`src/rtl/parameters.vh`:
```
// Shared fetch-path constants: instruction width, fetch step and PC alignment.
`ifndef FETCH_PARAMETERS_VH
`define FETCH_PARAMETERS_VH

`define FETCH_INSTR_W    32
`define FETCH_PC_STEP    4
`define FETCH_ALIGN_BITS 2

`endif

```
`src/rtl/fetch_unit_pkg.sv`:
```
// Package shared by the fetch unit and its prefetch queue.
// It exposes the fetch constants as typed localparams and provides a
// parameter-legality helper.
`include "parameters.vh"

package fetch_unit_pkg;

  localparam int INSTR_W    = `FETCH_INSTR_W;
  localparam int PC_STEP    = `FETCH_PC_STEP;
  localparam int ALIGN_BITS = `FETCH_ALIGN_BITS;

  // The queue depth must be a power of two between 2 and 16 so that the
  // pointers wrap for free.
  function automatic bit depth_is_legal(input int depth);
    return (depth >= 2) && (depth <= 16) && ((depth & (depth - 1)) == 0);
  endfunction

endpackage

```
`src/rtl/fetch_queue.sv`:
```
// Prefetch queue: a circular buffer of DEPTH entries, each WIDTH bits wide.
// It supports push, pop, flush and reports its occupancy.
// A flush or reset empties the queue and returns both pointers to zero.
module fetch_queue
  import fetch_unit_pkg::*;
#(
  parameter int DEPTH = 4,
  parameter int WIDTH = 64
) (
  input  logic                     clk,
  input  logic                     i_reset,
  input  logic                     i_flush,
  input  logic                     i_push,
  input  logic [WIDTH-1:0]         i_push_data,
  input  logic                     i_pop,
  output logic [WIDTH-1:0]         o_head,
  output logic [$clog2(DEPTH):0]   o_count,
  output logic                     o_empty
);

  localparam int PTR_W = $clog2(DEPTH);
  localparam int CNT_W = PTR_W + 1;
  localparam logic [CNT_W-1:0] FULL_COUNT = CNT_W'(DEPTH);

  logic [WIDTH-1:0] mem [DEPTH];
  logic [PTR_W-1:0] wr_ptr;
  logic [PTR_W-1:0] rd_ptr;
  logic [CNT_W-1:0] count;
  logic             do_pop;
  logic             full;

  if (!depth_is_legal(DEPTH)) begin : g_bad_depth
    $error("fetch_queue: DEPTH must be a power of two from 2 to 16");
  end

  // Derive the head view and the occupancy flags from the pointers and the count.
  always_comb begin
    o_empty = (count == '0);
    full    = (count == FULL_COUNT);
    do_pop  = i_pop && !o_empty;
    o_head  = mem[rd_ptr];
    o_count = count;
  end

  // Maintain the pointers and the count; flush has the same effect as reset.
  always_ff @(posedge clk) begin
    if (i_reset || i_flush) begin
      wr_ptr <= '0;
      rd_ptr <= '0;
      count  <= '0;
    end else begin
      if (i_push) begin
        wr_ptr <= wr_ptr + 1'b1;
      end
      if (do_pop) begin
        rd_ptr <= rd_ptr + 1'b1;
      end
      case ({i_push, do_pop})
        2'b10:   count <= count + 1'b1;
        2'b01:   count <= count - 1'b1;
        default: count <= count;
      endcase
    end
  end

  // Store the payload at the tail; storage needs no reset because count gates visibility.
  always_ff @(posedge clk) begin
    if (i_push) begin
      mem[wr_ptr] <= i_push_data;
    end
  end

  // The fetch controller reserves a slot before requesting, so a push into a full queue is a bug.
  a_no_overflow: assert property (@(posedge clk) disable iff (i_reset || i_flush)
                                  !(i_push && full));

endmodule

```
`src/rtl/fetch_unit.sv`:
```
// Instruction fetch unit.
// It keeps a fetch PC and issues one ROM read per cycle whenever a queue slot
// can be reserved. Each ROM response is pushed, together with its PC, into a
// prefetch queue that the decoder drains through a valid/ready handshake.
// A redirect flushes the queue, drops any response still in flight and
// restarts fetching at the word-aligned target on the following cycle.
module fetch_unit
  import fetch_unit_pkg::*;
#(
  parameter int              XLEN     = 32,
  parameter int              DEPTH    = 4,
  parameter logic [XLEN-1:0] RESET_PC = '0
) (
  input  logic                    clk,
  input  logic                    i_reset,
  output logic [XLEN-1:0]         o_rom_pc,
  output logic                    o_rom_req,
  input  logic [31:0]             i_rom_instr,
  input  logic                    i_redirect,
  input  logic [XLEN-1:0]         i_redirect_pc,
  output logic                    o_instr_valid,
  output logic [31:0]             o_instr,
  output logic [XLEN-1:0]         o_instr_pc,
  input  logic                    i_instr_ready,
  output logic [$clog2(DEPTH):0]  o_count
);

  localparam int CNT_W   = $clog2(DEPTH) + 1;
  localparam int ENTRY_W = INSTR_W + XLEN;
  localparam logic [CNT_W:0] DEPTH_EXT = (CNT_W + 1)'(DEPTH);

  logic [XLEN-1:0]    fetch_pc;
  logic [XLEN-1:0]    req_pc;
  logic               inflight;
  logic [CNT_W-1:0]   count;
  logic [CNT_W:0]     occupancy;
  logic [XLEN-1:0]    redirect_target;
  logic               push;
  logic               pop;
  logic               q_empty;
  logic [ENTRY_W-1:0] push_entry;
  logic [ENTRY_W-1:0] head_entry;
  logic               unused_redirect_bits;

  if (RESET_PC[ALIGN_BITS-1:0] != '0) begin : g_bad_reset_pc
    $error("fetch_unit: RESET_PC must be word aligned");
  end

  // Decide whether to request this cycle; an in-flight response already owns a queue slot.
  always_comb begin
    occupancy       = {1'b0, count} + {{CNT_W{1'b0}}, inflight};
    o_rom_req       = !i_reset && !i_redirect && (occupancy < DEPTH_EXT);
    o_rom_pc        = fetch_pc;
    redirect_target = {i_redirect_pc[XLEN-1:ALIGN_BITS], {ALIGN_BITS{1'b0}}};
    unused_redirect_bits = &{1'b0, i_redirect_pc[ALIGN_BITS-1:0]};
  end

  // Route responses into the queue and present its head to the consumer.
  always_comb begin
    push          = inflight && !i_redirect && !i_reset;
    push_entry    = {i_rom_instr, req_pc};
    o_instr_valid = !q_empty;
    pop           = o_instr_valid && i_instr_ready;
    o_instr       = head_entry[ENTRY_W-1 -: INSTR_W];
    o_instr_pc    = head_entry[XLEN-1:0];
    o_count       = count;
  end

  // Advance the fetch PC per request, remember which PC is in flight, and restart on redirect.
  always_ff @(posedge clk) begin
    if (i_reset) begin
      fetch_pc <= RESET_PC;
      req_pc   <= '0;
      inflight <= 1'b0;
    end else if (i_redirect) begin
      fetch_pc <= redirect_target;
      inflight <= 1'b0;
    end else begin
      inflight <= o_rom_req;
      if (o_rom_req) begin
        req_pc   <= fetch_pc;
        fetch_pc <= fetch_pc + XLEN'(PC_STEP);
      end
    end
  end

  fetch_queue #(
    .DEPTH (DEPTH),
    .WIDTH (ENTRY_W)
  ) u_queue (
    .clk         (clk),
    .i_reset     (i_reset),
    .i_flush     (i_redirect),
    .i_push      (push),
    .i_push_data (push_entry),
    .i_pop       (pop),
    .o_head      (head_entry),
    .o_count     (count),
    .o_empty     (q_empty)
  );

endmodule

```
`config.mk`:
```
export PLATFORM = sky130hd
export DESIGN_NAME = fetch_unit
export DESIGN_NICKNAME = d
export VERILOG_FILES = /design/src/rtl/fetch_unit_pkg.sv /design/src/rtl/fetch_queue.sv /design/src/rtl/fetch_unit.sv
export VERILOG_INCLUDE_DIRS = /design/src /design/src/rtl
export SDC_FILE = /design/constraint.sdc
export NUM_CORES = 1
export LEC_CHECK = 0
export ABC_AREA = 0
export CAP_MARGIN = 20
export CORE_AREA = 5 5 157 159
export DETAILED_ROUTE_END_ITERATION = 8
export DIE_AREA = 0 0 162 164
export DONT_BUFFER_PORTS = 1
export PLACE_DENSITY = 0.69
export SLEW_MARGIN = 20
export SYNTH_ARGS = -nofsm -noshare
export SYNTH_HDL_FRONTEND = slang
export SYNTH_SLANG_ARGS = --single-unit
```
`constraint.sdc`:
```
create_clock -name clk -period 4.2 [get_ports clk]
set_clock_uncertainty 0.15 [all_clocks]
set_input_delay 0.63 -clock clk [delete_from_list [all_inputs] [get_ports clk]]
set_output_delay 0.63 -clock clk [all_outputs]
set_load 0.1 [all_outputs]
```
==> results.ini <==
[worst_hold_path]
holdPathStages = 0
hold_end = u_queue.mem[0][63]
hp-start = i_rom_instr[31]
hp-class = in2reg

[timing]
rsz0062_at_grt = no
setup_viol = 0
setup_tns_ns = 0
slew_headroom_pct = 22.7
hold_violations = 0
drv_slew = 0
period_minus_slack_ns = 3.37
max_slew.worst_pin.slew_ns = 1.16
fin_crit_sh_pct = 80.2
fmax_ghz = 0.297

[synthesis]
ys_ff_latch = 318
synth_top_area_cell = edfxtp_1
synth_seq_area_share_pct = 72.1
syn_inst = 736
avgSynthCellArea_um2 = 16.7
synth_edf_count = 248
synth_cell_types = 52
synth_ff_type = edfxtp_1
synthArstFlopShare_pct = 0
synth_area_um2 = 12300
netlist.area_leader.share_pct = 60.7
ys_top_cells_by_area = edfxtp_1 (61%), dfxtp_1 (11%), mux4_2 (11%), nand2_1 (2.8%), a21oi_1 (1.8%)
ys_warn_count = 0

[cells_and_area]
final_common_cell = edfxtp_1
n_antenna_cell = 0
multi_input_area_um2 = 3220
drive_gt1_share_pct = 20.0
fillCellCount = 1680
area_growth_pct = 13.4
nets = 857
layout.cells.non_filler = 1097
seq_area_um2 = 8860
final_cell_mix = edfxtp_1 (248), nand2_1 (92), dfxtp_1 (67)

[detailed_routing]
viasPerCell = 5.81
drt_iter0_markers = 406
vias = 6375
wl_per_cell_um = 22.9
wl_um = 25100
final_antenna_net_count = 0
drc = 0
firstDrtPassIters = 4

[worst_setup_path]
rr_startpoint = u_queue.o_count[2]
critPathMaxFanout = 28
startpoint_type = register
r2r_cells = 6
crit_arrival_ns = 2.59
crit_type = reg2out
crit_required_ns = 3.42
r2r_slack_ns = 1.47
r2r_end = o_rom_pc[9]
crit_path_end_kind = output pin

[place]
hpwl_um = 15200
dp_cells = 1018
port_buffers = 0
gp_congestion = 0.825

[grt]
grt_pass1_wl_um = 38700
overflow = 0
grt_max_degree = 63
grtUsageTotal_pct = 18.8
grt_pass1_vias = 6623
antenna_found_initial = 0

[floorplan]
die_y_um = 164
die-width_um = 162
dieArea_um2 = 26600
core_um2 = 23100
ios = 169
fp-row-count = 56
start_util_pct = 53.1

[clocking]
ctsResizeCount = 0
cts_made_buffers = 31
clk_pin_slew_ns = 0.06
worstSkewPairLatency_ns = 0.55
htreeDepth = 1
cts_tree = built
hold_buffers = 5
clock-root-buffer = clkbuf_16
cts_max_path_buffers = 3
post_cts_buffers = 0
cts.sinks = 318

[flow_run]
maxCapViolCount = 0

[power]
p_per_area_nw_per_um2 = 462
total_leakage_power_nw = 4.57
peakVddDrop_mv = 0.285

[run_status]
status = finished clean

-- cells in the mapped netlist, types with 2 or more instances --
cell and n:
a211oi_1 7, a21oi_1 43, a31oi_1 4, and2_1 7, and3_1 7, and4_1 3, buf_1 3, buf_2 8
buf_4 4, clkbuf_1 26, dfxtp_1 70, edfxtp_1 248, ha_1 6, inv_1 10, mux2_2 3, mux2i_1 6
mux4_2 62, nand2_1 92, nand3_1 12, nand4_1 13, nand4b_1 2, nor2_1 26, nor3_1 7, nor4_1 4
nor4_4 2, o21ai_0 4, o22ai_1 3, or2_2 2, or3_1 4, or4_1 2, xnor2_1 10, xor2_1 16
-- kinds of logic after synthesis --
kind of cell             synth area share (%)
adder cells (fa/ha/maj)                 0.775
flip-flops                               72.1
XOR/XNOR                                 1.86
other                                  0.0306
AO/OA/AOI/OAI                            3.43
buffers and inverters                    1.89
AND/OR/NAND/NOR                          7.67
multiplexers                             12.2
-- worst max-delay path by stage --
stage | slack, ns | to | from | depth (start not counted)
after floorplan | 0.65 | u_queue.o_count[2] | u_queue.o_count[0] | 8
after global placement | 1.23 | o_rom_req | u_queue.o_count[2] | 4
after detailed placement | 1.17 | o_rom_pc[9] | u_queue.o_count[2] | 6
after CTS | 0.57 | o_rom_req | u_queue.o_count[2] | 4
after global routing | 0.65 | o_instr[24] | register | 2
final | 0.83 | o_instr[24] | register | 2
-- sequential cells by signal, summed over array words and instances, names as in the netlist, named ones only --
signal,flops
o_rom_pc,30
u_queue.wr_ptr,2
u_queue.mem,248
u_queue.rd_ptr,2
u_queue.o_count,3
inflight,1
req_pc,30
-- routing by layer --
layer	GRT usage [%]	part of all wire (%)	vias to the layer above
li1	-	-	2916
met1	24.0	40	3210
met2	31.8	50	215
met3	5.90	8.0	34
met4	4.77	1.8	0
met5	0	0	-
-- power by group --
part | switching (mW) | internal, mW | leakage [nW] | total (mW)
combinational | 0.306 | 0.0823 | 1.11 | 0.388
sequential | 0.0661 | 3.42 | 3.00 | 3.48
clock | 1.08 | 1.47 | 0.466 | 2.56
total | 1.45 | 4.97 | 4.57 | 6.43
-- cell type report --
class	count	share of cell area (%)
sequential	318	63.7
multi-input combinational	368	23.1
clock buffer	46	6.20
timing repair buffer	52	3.49
tap	290	2.61
clock inverter	12	0.603
inverter	11	0.297
-- critical path: stages, from the launching register on --
cell and delay [ns]:
dfxtp_4 0.78, buf_4 0.41, mux4_2 0.83
-- stage by stage --
stage / utilization (%) / total power, mW / area [um2] / setup slack, ns / hold slack, ns
after floorplan: - / 3.85 / 12300 / 0.647 / 0.310
after global placement: 55.1 / 3.90 / 12700 / 1.23 / 0.311
after detailed placement: 55.1 / 3.91 / 12700 / 1.17 / 0.322
after CTS: 59.5 / 6.47 / 13800 / 0.570 / 0.000533
after global routing: 60.2 / 6.65 / 13900 / 0.649 / 0.000510
final: 60.2 / 6.43 / 13900 / 0.831 / 0.0291
No activity file was read; power rests on OpenSTA's default activity.
